==> config.mk <==
export PLATFORM = sky130hd
export DESIGN_NAME = uart_ctrl
export DESIGN_NICKNAME = d
export VERILOG_FILES = /design/src/rtl/uart_ctrl.sv
export SDC_FILE = /design/constraint.sdc
export NUM_CORES = 1
export LEC_CHECK = 0
export BUFFER_PORTS_ARGS = -buffer_cell sky130_fd_sc_hd__buf_2
export CORE_MARGIN = 2
export CORE_UTILIZATION = 62
export CTS_CLUSTER_DIAMETER = 120
export DETAILED_ROUTE_END_ITERATION = 12
export PLACE_DENSITY = 0.75
export SYNTH_ARGS = -nofsm -noshare
export SYNTH_HDL_FRONTEND = slang
export SYNTH_HIERARCHICAL = 1
export SYNTH_SLANG_ARGS = --single-unit
==> constraint.sdc <==
create_clock -name CLK -period 3.35 [get_ports CLK]
set_input_delay 0.1675 -clock CLK [delete_from_list [all_inputs] [get_ports CLK]]
set_output_delay 0.1675 -clock CLK [all_outputs]
set_load 0.05 [all_outputs]
==> src/rtl/uart_ctrl.sv <==
// rtl/uart_ctrl.sv - Parametrised full-duplex UART with Tx/Rx FIFOs and sticky error flags.
// Status flags of the FIFO are registered; the head is first-word fall-through.
module uart_ctrl_fifo #(
    parameter int W   = 8,
    parameter int LOG = 4
) (
    input  logic         clk_i,
    input  logic         rst_i,
    input  logic         push_i,
    input  logic [W-1:0] data_i,
    input  logic         pop_i,
    output logic [W-1:0] head_o,
    output logic         full_o,
    output logic         empty_o
);
    localparam logic [LOG:0] DEPTH = (LOG+1)'(1 << LOG);

    logic [W-1:0]   mem_q [1 << LOG];
    logic [LOG-1:0] wr_q, rd_q;
    logic [LOG:0]   cnt_q, cnt_d;
    logic           full_q, empty_q;
    logic           do_push, do_pop;

    // full is the registered value, so a push while full is dropped even alongside a pop
    assign do_push = push_i && !full_q;
    assign do_pop  = pop_i && !empty_q;

    always_comb begin
        cnt_d = cnt_q;
        if (do_push && !do_pop)
            cnt_d = cnt_q + 1'b1;
        else if (do_pop && !do_push)
            cnt_d = cnt_q - 1'b1;
    end

    always_ff @(posedge clk_i) begin
        if (rst_i) begin
            wr_q    <= '0;
            rd_q    <= '0;
            cnt_q   <= '0;
            full_q  <= 1'b0;
            empty_q <= 1'b1;
        end else begin
            if (do_push) wr_q <= wr_q + 1'b1;
            if (do_pop)  rd_q <= rd_q + 1'b1;
            cnt_q   <= cnt_d;
            full_q  <= (cnt_d == DEPTH);
            empty_q <= (cnt_d == '0);
        end
    end

    always_ff @(posedge clk_i) begin
        if (do_push) mem_q[wr_q] <= data_i;
    end

    assign head_o  = empty_q ? '0 : mem_q[rd_q];
    assign full_o  = full_q;
    assign empty_o = empty_q;
endmodule

module uart_ctrl #(
    parameter int BAUDRATE  = 25000000,
    parameter int CLOCKRATE = 100000000,
    parameter int DATA_BITS = 8,
    parameter int PARITY    = 1,
    parameter int STOP_BITS = 1,
    parameter int FIFO_LOG  = 4
) (
    input  logic                 CLK,
    input  logic                 RST,
    input  logic                 send_flag,
    input  logic [DATA_BITS-1:0] send_data,
    input  logic                 recv_flag,
    output logic [DATA_BITS-1:0] recv_data,
    output logic                 sendable,
    output logic                 receivable,
    output logic                 tx_busy,
    input  logic                 err_clear,
    output logic                 parity_err,
    output logic                 frame_err,
    output logic                 overrun,
    output logic                 Tx,
    input  logic                 Rx
);
    localparam int INTERVAL = CLOCKRATE / BAUDRATE;
    localparam int CW = $clog2(INTERVAL);
    localparam int BW = $clog2(DATA_BITS + 1);
    localparam logic [CW-1:0] CNT_LAST  = CW'(INTERVAL - 1);
    localparam logic [CW-1:0] CNT_MID   = CW'(INTERVAL / 2);
    localparam logic [BW-1:0] DATA_LAST = BW'(DATA_BITS - 1);
    localparam logic [BW-1:0] STOP_LAST = BW'(STOP_BITS - 1);
    localparam logic          PAR_ODD   = (PARITY == 2);

    localparam logic [2:0] TX_IDLE = 3'd0, TX_START = 3'd1, TX_DATA = 3'd2,
                           TX_PARITY = 3'd3, TX_STOP = 3'd4;
    localparam logic [2:0] RX_WAIT_HIGH = 3'd0, RX_IDLE = 3'd1, RX_START = 3'd2,
                           RX_DATA = 3'd3, RX_PARITY = 3'd4, RX_STOP = 3'd5;

    logic                 tx_pop, tx_full, tx_empty, tx_load, tx_end;
    logic [DATA_BITS-1:0] tx_head;
    logic [2:0]           tx_state_q, tx_state_d;
    logic [CW-1:0]        tx_cnt_q, tx_cnt_d;
    logic [BW-1:0]        tx_bit_q, tx_bit_d;
    logic [DATA_BITS-1:0] tx_shift_q, tx_shift_d;
    logic                 tx_par_q, tx_par_d, tx_q, tx_d;

    logic                 rx_meta_q, rxs_q, rx_push, rx_full, rx_empty, rx_sample;
    logic [2:0]           rx_state_q, rx_state_d;
    logic [CW-1:0]        rx_cnt_q, rx_cnt_d;
    logic [BW-1:0]        rx_bit_q, rx_bit_d;
    logic [DATA_BITS-1:0] rx_shift_q, rx_shift_d;
    logic                 rx_perr_q, rx_perr_d, rx_ferr_q, rx_ferr_d, rx_done_q, rx_done_d;
    logic                 par_err_q, par_err_d, frm_err_q, frm_err_d, ovr_q, ovr_d;

    uart_ctrl_fifo #(.W(DATA_BITS), .LOG(FIFO_LOG)) u_tx_fifo (
        .clk_i(CLK), .rst_i(RST), .push_i(send_flag), .data_i(send_data),
        .pop_i(tx_pop), .head_o(tx_head), .full_o(tx_full), .empty_o(tx_empty)
    );

    uart_ctrl_fifo #(.W(DATA_BITS), .LOG(FIFO_LOG)) u_rx_fifo (
        .clk_i(CLK), .rst_i(RST), .push_i(rx_push), .data_i(rx_shift_q),
        .pop_i(recv_flag), .head_o(recv_data), .full_o(rx_full), .empty_o(rx_empty)
    );

    assign tx_end = (tx_cnt_q == CNT_LAST);

    always_comb begin
        tx_state_d = tx_state_q;
        tx_cnt_d   = tx_cnt_q;
        tx_bit_d   = tx_bit_q;
        tx_shift_d = tx_shift_q;
        tx_par_d   = tx_par_q;
        tx_d       = tx_q;
        tx_pop     = 1'b0;
        tx_load    = 1'b0;
        if (tx_state_q != TX_IDLE)
            tx_cnt_d = tx_end ? '0 : tx_cnt_q + 1'b1;
        case (tx_state_q)
            TX_IDLE: tx_load = 1'b1;
            TX_START: if (tx_end) begin
                tx_state_d = TX_DATA;
                tx_bit_d   = '0;
                tx_d       = tx_shift_q[0];
            end
            TX_DATA: if (tx_end) begin
                tx_shift_d = tx_shift_q >> 1;
                if (tx_bit_q == DATA_LAST) begin
                    tx_bit_d   = '0;
                    tx_state_d = (PARITY != 0) ? TX_PARITY : TX_STOP;
                    tx_d       = (PARITY != 0) ? tx_par_q : 1'b1;
                end else begin
                    tx_bit_d = tx_bit_q + 1'b1;
                    tx_d     = tx_shift_q[1];
                end
            end
            TX_PARITY: if (tx_end) begin
                tx_state_d = TX_STOP;
                tx_d       = 1'b1;
            end
            TX_STOP: if (tx_end) begin
                if (tx_bit_q == STOP_LAST) begin
                    tx_state_d = TX_IDLE;
                    tx_bit_d   = '0;
                    tx_load    = 1'b1;
                end else begin
                    tx_bit_d = tx_bit_q + 1'b1;
                end
            end
            default: tx_state_d = TX_IDLE;
        endcase
        // reloading at the end of the last stop bit gives back-to-back frames
        if (tx_load && !tx_empty) begin
            tx_pop     = 1'b1;
            tx_shift_d = tx_head;
            tx_par_d   = (^tx_head) ^ PAR_ODD;
            tx_cnt_d   = '0;
            tx_bit_d   = '0;
            tx_state_d = TX_START;
            tx_d       = 1'b0;
        end
    end

    assign rx_sample = (rx_cnt_q == CNT_MID);

    always_comb begin
        rx_state_d = rx_state_q;
        rx_cnt_d   = rx_cnt_q;
        rx_bit_d   = rx_bit_q;
        rx_shift_d = rx_shift_q;
        rx_perr_d  = rx_perr_q;
        rx_ferr_d  = rx_ferr_q;
        rx_done_d  = 1'b0;
        if (rx_state_q != RX_WAIT_HIGH && rx_state_q != RX_IDLE)
            rx_cnt_d = (rx_cnt_q == CNT_LAST) ? '0 : rx_cnt_q + 1'b1;
        case (rx_state_q)
            RX_WAIT_HIGH: if (rxs_q) rx_state_d = RX_IDLE;
            RX_IDLE: if (!rxs_q) begin
                rx_state_d = RX_START;
                rx_cnt_d   = '0;
                rx_bit_d   = '0;
                rx_perr_d  = 1'b0;
                rx_ferr_d  = 1'b0;
            end
            RX_START: if (rx_sample) rx_state_d = rxs_q ? RX_IDLE : RX_DATA;
            RX_DATA: if (rx_sample) begin
                rx_shift_d = {rxs_q, rx_shift_q[DATA_BITS-1:1]};
                if (rx_bit_q == DATA_LAST) begin
                    rx_bit_d   = '0;
                    rx_state_d = (PARITY != 0) ? RX_PARITY : RX_STOP;
                end else begin
                    rx_bit_d = rx_bit_q + 1'b1;
                end
            end
            RX_PARITY: if (rx_sample) begin
                rx_perr_d  = rxs_q ^ (^rx_shift_q) ^ PAR_ODD;
                rx_state_d = RX_STOP;
            end
            RX_STOP: if (rx_sample) begin
                if (!rxs_q) rx_ferr_d = 1'b1;
                if (rx_bit_q == STOP_LAST) begin
                    rx_done_d  = 1'b1;
                    rx_state_d = rx_ferr_d ? RX_WAIT_HIGH : RX_IDLE;
                end else begin
                    rx_bit_d = rx_bit_q + 1'b1;
                end
            end
            default: rx_state_d = RX_WAIT_HIGH;
        endcase
    end

    // frame verdict is acted on the cycle after the final stop sample
    assign rx_push   = rx_done_q && !rx_ferr_q && !rx_perr_q;
    assign par_err_d = (rx_done_q && rx_perr_q) || (par_err_q && !err_clear);
    assign frm_err_d = (rx_done_q && rx_ferr_q) || (frm_err_q && !err_clear);
    assign ovr_d     = (rx_push && rx_full) || (ovr_q && !err_clear);

    always_ff @(posedge CLK) begin
        if (RST) begin
            tx_state_q <= TX_IDLE;
            tx_cnt_q   <= '0;
            tx_bit_q   <= '0;
            tx_shift_q <= '0;
            tx_par_q   <= 1'b0;
            tx_q       <= 1'b1;
            rx_meta_q  <= 1'b1;
            rxs_q      <= 1'b1;
            rx_state_q <= RX_WAIT_HIGH;
            rx_cnt_q   <= '0;
            rx_bit_q   <= '0;
            rx_shift_q <= '0;
            rx_perr_q  <= 1'b0;
            rx_ferr_q  <= 1'b0;
            rx_done_q  <= 1'b0;
            par_err_q  <= 1'b0;
            frm_err_q  <= 1'b0;
            ovr_q      <= 1'b0;
        end else begin
            tx_state_q <= tx_state_d;
            tx_cnt_q   <= tx_cnt_d;
            tx_bit_q   <= tx_bit_d;
            tx_shift_q <= tx_shift_d;
            tx_par_q   <= tx_par_d;
            tx_q       <= tx_d;
            rx_meta_q  <= Rx;
            rxs_q      <= rx_meta_q;
            rx_state_q <= rx_state_d;
            rx_cnt_q   <= rx_cnt_d;
            rx_bit_q   <= rx_bit_d;
            rx_shift_q <= rx_shift_d;
            rx_perr_q  <= rx_perr_d;
            rx_ferr_q  <= rx_ferr_d;
            rx_done_q  <= rx_done_d;
            par_err_q  <= par_err_d;
            frm_err_q  <= frm_err_d;
            ovr_q      <= ovr_d;
        end
    end

    assign Tx         = tx_q;
    assign tx_busy    = (tx_state_q != TX_IDLE);
    assign sendable   = !tx_full;
    assign receivable = !rx_empty;
    assign parity_err = par_err_q;
    assign frame_err  = frm_err_q;
    assign overrun    = ovr_q;
endmodule
* After elaboration in Yosys (flattened, before gate mapping)
Memories as Yosys holds them, arrays and structs flattened. A register that Yosys moved wholly into a read port is not among the register bits.
Index checks and enable logic that the tools add are counted.
Widths: inputs -> output; s select.
** Storage, ports and cells
- Word-level logic and storage cells :: 219
- Bits of input ports :: 14
- Memories :: 2
- Output and inout bits :: 15
- Bits in registers :: 74
- Memory bits (writable) :: 256
** Operators by class
- Muxes and demuxes :: 72
- Bitwise logic cells :: 4
- Reductions and logical operators :: 61
- Equal/unequal tests :: 39
- $add $sub $neg :: 12
** Memory list
- u_rx_fifo.mem_q :: words 16, bits a word 8, read ports 1, clocked after Yosys merged registers in 1, write ports 1, RTL line 18 : logic [W-1:0] mem_q [1 << LOG];
- u_tx_fifo.mem_q :: words 16, bits a word 8, read ports 1, clocked after Yosys merged registers in 1, write ports 1, RTL line 18
** Operators with widths (count)
- $mux 4 :: 14
- $mux 3 :: 14
- $mux 8 :: 5
- $ne 2x2->1 const B :: 16
- $add 4x1->4 const B :: 6
- $pmux 4 s3 :: 2
- $mux 1 :: 21
- $mux 5 :: 4
- $logic_and 1x1->1 :: 18
- $ne 3x3->1 const B :: 6
- $pmux 3 s6 :: 1
- $reduce_xor 8->1 :: 2
- $pmux 3 s5 :: 1
- $reduce_and 7->1 :: 2
- $eq 3x2->1 const B :: 4
- $mux 2 :: 6
- $reduce_bool 3->1 :: 4
- $logic_not 1->1 :: 11
- $add 5x1->5 const B :: 2
- $eq 5x5->1 const B :: 2
- $logic_not 5->1 :: 2
- $sub 5x1->5 const B :: 2
- $eq 3x3->1 const B :: 3
- $eq 4x3->1 const B :: 2
- 20 further kinds :: 38

* Depth between registers and ports, before layout
Gate-level depths: netlist of run 1.
- Word-level depth :: 11
- Mapped depth :: 11
- Gate-level depth less buffers :: 10

* Hierarchy
The synthesis of run 1 kept the hierarchy.
** By module, submodules not included
- uart_ctrl_fifo at u_tx_fifo :: area an instance 5911.9 um^2, instances 1, cells an instance 316
- uart_ctrl_fifo at u_rx_fifo :: area an instance 5855.6 um^2, instances 1, cells an instance 316
- uart_ctrl :: area an instance 2289.7 um^2, instances 1, cells an instance 280

* Least setup slack after synthesis of run 1
OpenSTA, ideal clock, no wires.
- Kind :: register to register
- Start :: register tx_cnt_q[0]
- End :: register u_tx_fifo.full_q, in the netlist u_tx_fifo/full_o
- Cell stages (with the launch flop) :: 12
- Data arrival time :: 2.212 ns
- Data required time :: 3.262 ns
- Library setup time :: 0.088 ns
- Slack :: 1.050 ns
- Buffers on the path :: 2
- Cell sequence :: dfxtp_1 ha_1 buf_2 a31oi_1 or4_4 inv_2 nor2b_1 buf_4 nor3_1 a31oi_2 xnor2_2 nor4bb_4
** Between the ends
- Cells in the longest elaborated chain, start to end :: 10
** Ends and longest elaborated chain
- start: declaration :: RTL line 102 : logic [CW-1:0] tx_cnt_q, tx_cnt_d;
- start signal: assignment :: RTL line 259 : tx_cnt_q <= tx_cnt_d;
- $eq 2x2->1 * :: RTL line 125 : assign tx_end = (tx_cnt_q == CNT_LAST);
- $mux 1 * :: RTL line 160 : TX_STOP: if (tx_end) begin
- $pmux 1 s2 * :: RTL line 138 : case (tx_state_q)
- $logic_and 1x1->1 * :: RTL line 172 : if (tx_load && !tx_empty) begin
- $mux 1 * :: RTL line 172
- net tx_pop :: RTL line 99 : logic tx_pop, tx_full, tx_empty, tx_load, tx_end;
- $logic_and 1x1->1 * :: RTL line 26 : assign do_pop = pop_i && !empty_q;
- $logic_and 1x1->1 or $logic_not 1->1 (tied branches) :: RTL line 32, 30
- $mux 5 or $logic_and 1x1->1 (tied branches) :: RTL line 32, 30
- $mux 5 * :: RTL line 30 : if (do_push && !do_pop)
- $eq 5x5->1 * :: RTL line 47 : full_q <= (cnt_d == DEPTH);
- end signal: assignment :: RTL line 47
- end: declaration :: RTL line 21 : logic full_q, empty_q;
The timed path passes the listed nets; every way through them passes the cells marked *.
A chain may end at the register's enable or synchronous reset.

==> results.cfg, run 1 <==
[floorplan]
rows = 55
ios = 29
dieArea_sq_um = 23900
fp.dieH_um = 155
die_w_um = 155
start_util = 0.627
core_sq_um = 22400

[setup_path]
cp_slowest_cell = dfxtp_2
start_kind = flop
r2r-end = u_tx_fifo/full_o$_SDFF_PP0_
path_cells = buf_4 > mux4_2 > mux2i_1 > o22ai_1 > buf_2
worst-r2r-setup-slack_ns = 0.71
path_max_fanout = 13
end_kind = output pin
crit_path_max_incr_delay_ns = 0.64
crit_arrival_ns = 2.66
path_class = reg -> out
r2r_start = tx_cnt_q[0]$_SDFFE_PP0P_
cp.required_ns = 3.18
critPathCapture = recv_data[6]
reg2regPathDepth = 10

[pwr]
vdd_drop_max_mv = 0.490
power_frac_clock = 0.365
total_power_mw = 9.93
combPwrFrac = 0.152
leakage_nw = 5.10
seqPwrFrac = 0.484
p_sw_frac = 0.251
p_switching_mw = 2.49
power_density_nw_per_um2 = 639
p_int_mw = 7.44

[worst_hold_path]
min_path_type = in -> reg
worstHoldStart = err_clear

[grt]
grt_pass1_wl_um = 42200
grt.total_usage = 0.233
grt_pass1_vias = 7590
grt-busiest-layer = met2
met1_usage = 0.306
gr-total-overflow = 0
grt_max_degree = 42
grt_util_met3 = 0.0446
antenna_found_initial = 0
use_met2 = 0.404

[clock_tree]
worstSkewPairLatency_ns = 0.51
clockRootBuffer = clkbuf_16
numCtsBuffers = 34
cts_sinks = 338
clkTransAtPathRegs_ns = 0.06
cts_resized = 0
htreeDepth = 2
cts_setup_buffers = 0
clock_tree.buffer_depth = 3
cts_tree = built

[place]
dp_hpwl_um = 16900
place_inst = 1199
portBuffers = 28
placed_cell_area_sq_um = 14500
finalWeightedCongestion = 0.774

[final_layout]
area_growth_pct = 10.5
final_core_util = 0.692
register_area_sq_um = 9330
antenna-diode-count = 0
nNetsFinal = 986
layout-drive-gt1-share = 0.203
multi_input_area_sq_um = 4360
final_cells = 1260
fin_area_sq_um = 15500
fillers = 1492

[routing]
ant_nets = 0
totalWireLength_um = 26800
first_iter_violations = 588
first_pass_iters = 4
drc = 0
num_vias = 7638
wl_per_cell_um = 21.3
viasPerCell = 6.06

[timing]
min_period_ns = 2.83
finalCritPeriodShare = 0.843
max_freq_ghz = 0.354
setup_viol = 0
setup_tns_ns = 0
finalHoldViolCount = 0
tightest_slew_ns = 1.01
max_slew_margin = 0.324
rsz0062_at_grt = false
final_max_slew_viol_count = 0
finClkSkew_ns = 0.0193

[yosys]
avgSynthCellArea_sq_um = 15.4
synthesis.nets = 947
syn_inst = 912
synth_edf_count = 256
yosys_warnings = 6
seq_area_frac_synth = 0.664
synthArstFlopShare = 0
ys_ff_latch = 338
synth.cell_area_sq_um = 14100
synth_ff_type = edfxtp_1
synth.distinct_cells = 73

[run]
maxCapViolations = 0

[status]
status = complete, no violations
## cells by family (layout without fill, tap and decap cells)
group           count (synthesis)  count (layout)  synth area share
flops                         338             338             0.664
compound gates                101             101            0.0492
xor+xnor                       36              36            0.0235
simple gates                  242             242            0.0903
mux                           100             100             0.128
fa+ha+maj                      21              21            0.0187
buf+inv                        74             137            0.0263
## cell usage after synthesis, drive strengths merged, types with 2 or more instances
library cell	instances	area, sq um
clkbuf	14	52.6
edfxtp	256	7690
mux4	64	1440
nor2	91	344
nor4b	2	17.5
a21oi	28	140
or4	3	26.3
buf	32	213
nor3b	5	42.5
a211oi	7	52.6
nor4	4	55.1
nor3	23	131
nand2	55	206
nand2b	11	83.8
or3	2	12.5
nand3b	7	52.6
nor2b	8	72.6
a311oi	2	17.5
nand4	4	25.0
o21ai	13	68.8
inv	28	105
o221a	7	78.8
nand3	12	60.1
xor2	14	130
o31a	2	17.5
ha	21	263
a22oi	4	30.0
or2	4	25.0
o31ai	2	15.0
o22ai	16	100
mux2i	35	350
xnor2	22	200
a31oi	8	62.6
and3	4	35.0
and4	2	18.8
a31o	3	26.3
dfxtp	82	1640
## placed cells by master (no fill, tap or decap), types with 9 or more instances in the layout
cell type  count
a21oi_1       28
xor2_1        13
dfxtp_1       80
clkbuf_1      10
buf_2         28
nor2_1        90
ha_1          21
edfxtp_1     256
buf_4         19
nand2_1       55
inv_1         26
xnor2_1       21
nor3_1        21
o21ai_0       11
clkbuf_16     35
nand3_1       12
nand2b_1       9
mux4_2        64
o22ai_1       16
mux2i_1       35
## stage by stage
stage / hold WS [ns] / setup slack [ns]
2_1_floorplan: 0.237 / 1.05
3_3_place_gp: 0.351 / 0.793
3_5_place_dp: 0.357 / 0.730
4_1_cts: 0.0223 / 0.437
5_1_grt: 0.0487 / 0.354
6_report: 0.0424 / 0.525
## final cells by class
type,count,area share
Clock buffer,48,0.0603
Clock inverter,12,0.00854
Inverter,28,0.00677
Multi-Input combinational cell,500,0.281
Sequential cell,338,0.601
Tap cell,285,0.0230
Timing Repair Buffer,49,0.0201
## repair_timing
item | CTS | global route
hold buffers | 1 | 0
endpoints found under the setup margin | 0 | 0
endpoints found under the hold margin | 1 | 0
## sequential cells by signal (all words and copies together), names as in the netlist, 3 cells and up, named ones only
signal           count
u_tx_fifo/cnt_q      5
tx_shift_q           8
u_tx_fifo/rd_q       4
u_rx_fifo/rd_q       4
u_rx_fifo/wr_q       4
u_tx_fifo/mem_q    128
tx_state_q           3
u_tx_fifo/wr_q       4
u_rx_fifo/mem_q    128
tx_bit_q             4
rx_bit_q             4
rx_shift_q           8
u_rx_fifo/cnt_q      5
rx_state_q           3
## critical path: cells and delay by family (launching register included)
family	cells	cell delay [ns]
buffers and inverters	2	0.59
multiplexers	2	0.81
flip-flops	1	0.64
AO/OA/AOI/OAI	1	0.09
## how the worst min path moves through the flow
stage | to | slack [ns] | cells after the start
final | parity_err$_SDFF_PP0_ | 0.04 | 4
after floorplan | u_rx_fifo/wr_q[1]$_SDFFE_PP0P_ | 0.24 | 1
after global placement | rx_meta_q$_SDFF_PP1_ | 0.35 | 2
after global routing | u_tx_fifo/mem_q[0][5]$_DFFE_PP_ | 0.05 | 1
after detailed placement | rx_meta_q$_SDFF_PP1_ | 0.36 | 2
after CTS | frame_err$_SDFF_PP0_ | 0.02 | 4
## per-layer routing
| metal | part of all wire | wire length [um] | vias up |
|---|---|---|---|
| met3 | 0.045 | 1220 | 37 |
| met4 | 0.021 | 553 | 0 |
| met5 | 0 | 0 | - |
| met2 | 0.52 | 14000 | 190 |
| met1 | 0.41 | 11000 | 3859 |
| li1 | - | - | 3552 |
## power by group through the flow
stage	Sequential, mW	Combinational (mW)	Clock, mW
2_1_floorplan	4.81	1.29	0
3_3_place_gp	4.89	1.49	0
3_5_place_dp	4.89	1.51	0
4_1_cts	4.81	1.52	3.70
5_1_grt	4.83	1.63	3.86
6_report	4.80	1.51	3.62
(Power assumes the default switching activity.)
==> run 2: changes to the inputs <==
==> constraint.sdc (replaced) <==
create_clock -name CLK -period 2.7 [get_ports CLK]
set_input_delay 0.135 -clock CLK [delete_from_list [all_inputs] [get_ports CLK]]
set_output_delay 0.135 -clock CLK [all_outputs]
set_load 0.05 [all_outputs]
==> run 2 against run 1 <==
  * Sequential share of layout area shrank 1.2 points
  * Via count grew 0.73%
  * Combinational power grew 28%
  * Critical endpoint is now recv_data[5]
==> results.cfg, run 2 (synthesized netlist as in run 1, its figures left out) <==
[final_layout]
final_cell_mix = 256 x edfxtp_1, 90 x nor2_1, 80 x dfxtp_1, 64 x mux4_2, 55 x nand2_1
antenna-diode-count = 0
layout-drive-gt1-share = 0.230
fin_area_sq_um = 15900
nNetsFinal = 1022
area_growth_pct = 12.9
fillers = 1473
reg_top3 = u_rx_fifo/mem_q: 128 flops, u_tx_fifo/mem_q: 128 flops
final_common_cell = edfxtp_1

[floorplan]
core_sq_um = 22400
fp.dieH_um = 155
start_util = 0.627
die_w_um = 155
ios = 29
dieArea_sq_um = 23900
rows = 55

[setup_path]
r2r-end = u_tx_fifo/full_o$_SDFF_PP0_
path_max_fanout = 25
critPathCapture = recv_data[5]
r2r_start = tx_bit_q[1]$_SDFFE_PP0P_
cp.required_ns = 2.57
worst-r2r-setup-slack_ns = 0.22
start_kind = flop
reg2regPathDepth = 10
end_kind = output pin
crit_arrival_ns = 2.35
path_class = reg -> out

[place]
placed_cell_area_sq_um = 14700
finalWeightedCongestion = 0.825
dp_hpwl_um = 16900
portBuffers = 28
dp_slack_ns = 0.119

[routing]
drc = 0
first_iter_violations = 567
viasPerCell = 5.94
wl_per_cell_um = 20.5
num_vias = 7694
ant_nets = 0
first_pass_iters = 5
totalWireLength_um = 26600

[timing]
setup_tns_ns = 0
max_slew_margin = 0.511
min_period_ns = 2.48
tightest_slew_ns = 0.732
finClkSkew_ns = 0.0193
max_freq_ghz = 0.403
finalHoldViolCount = 0
setup_viol = 0
finalCritPeriodShare = 0.920
setup_ws_ns = 0.216
final_max_slew_viol_count = 0
rsz0062_at_grt = false

[status]
status = complete, no violations

[pwr]
leakage_nw = 5.32
power_density_nw_per_um2 = 785
vdd_drop_max_mv = 0.772

[clock_tree]
cts_tree = built
cts_setup_buffers = 0
clock_tree.buffer_depth = 3
clkTransAtPathRegs_ns = 0.06
numCtsBuffers = 35
cts_sinks = 338
htreeDepth = 2
clockRootBuffer = clkbuf_16
worstSkewPairLatency_ns = 0.51

[grt]
grt_pass1_vias = 7752
gr-total-overflow = 0
grt_max_degree = 33
antenna_found_initial = 0
grt.total_usage = 0.230
grt_pass1_wl_um = 42100

[run]
maxCapViolations = 0

[worst_hold_path]
min_path_type = in -> reg
==> run 2: changes by cell type in the layout (fill, tap and decap cells not counted), moves of 3 or more <==
cell / delta
buf_4: +31
clkinv_1: +4
clkbuf_1: -3
clkinv_2: +3
buf_12: +3
==> run 2: final cells by class <==
type                       instances  area [sq um]  area share
clock buffer                      43           916      0.0577
clock inverter                    18           180      0.0114
multi-input combinational        500          4360       0.275
timing repair buffer              84           616      0.0388
inverter                          28           105     0.00662
sequential                       338          9330       0.588
tap                              285           357      0.0225
==> run 2: layer usage <==
metal	vias up	wire (um)	share of wire	global-route usage
li1	3635	-	-	-
met1	3844	10800	0.41	0.292
met2	158	14000	0.53	0.410
met3	57	888	0.033	0.0308
met4	0	854	0.032	0.0785
met5	-	0	0	0
==> run 2: worst max-delay path, cell delays in order, from the launching register on <==
cell and delay [ns]:
dfxtp_4 0.45, buf_12 0.25, mux4_2 0.55, mux2i_1 0.22
o22ai_1 0.11, buf_2 0.23
==> run 2: where the power goes <==
part	total, mW	switching, mW	internal [mW]	leakage [nW]
Combinational	1.93	1.04	0.885	1.77
Sequential	5.94	0.195	5.74	3.01
Clock	4.59	1.88	2.71	0.538
==> run 2: stage by stage <==
| step | hold WS, ns | util | cells | total power, mW |
|---|---|---|---|---|
| 3_3_place_gp | 0.324 | 0.657 | 1233 | 7.93 |
| 6_report | 0.0302 | 0.707 | 1296 | 12.5 |
| 2_1_floorplan | 0.204 | - | 912 | 7.56 |
| 5_1_grt | 0.0275 | 0.707 | 1296 | 12.9 |
| 3_5_place_dp | 0.324 | 0.657 | 1233 | 7.97 |
| 4_1_cts | 0.0114 | 0.707 | 1296 | 12.6 |
==> run 2: how the worst min path moves through the flow <==
stage          slack [ns]    startpoint  depth (start not counted)                              end
2_1_floorplan        0.20           RST                          1   u_rx_fifo/wr_q[1]$_SDFFE_PP0P_
3_3_place_gp         0.32            Rx                          2             rx_meta_q$_SDFF_PP1_
3_5_place_dp         0.32            Rx                          2             rx_meta_q$_SDFF_PP1_
4_1_cts              0.01  send_data[1]                          1  u_tx_fifo/mem_q[3][1]$_DFFE_PP_
5_1_grt              0.03  send_data[1]                          1  u_tx_fifo/mem_q[0][1]$_DFFE_PP_
6_report             0.03  send_data[6]                          1  u_tx_fifo/mem_q[8][6]$_DFFE_PP_
==> run 2: what timing repair did <==
| action | CTS | global route |
|---|---|---|
| hold buffers | 2 | 0 |
| endpoints found under the hold margin | 4 | 0 |
| resized for setup | 0 | 2 |
| setup endpoints to repair | 0 | 3 |
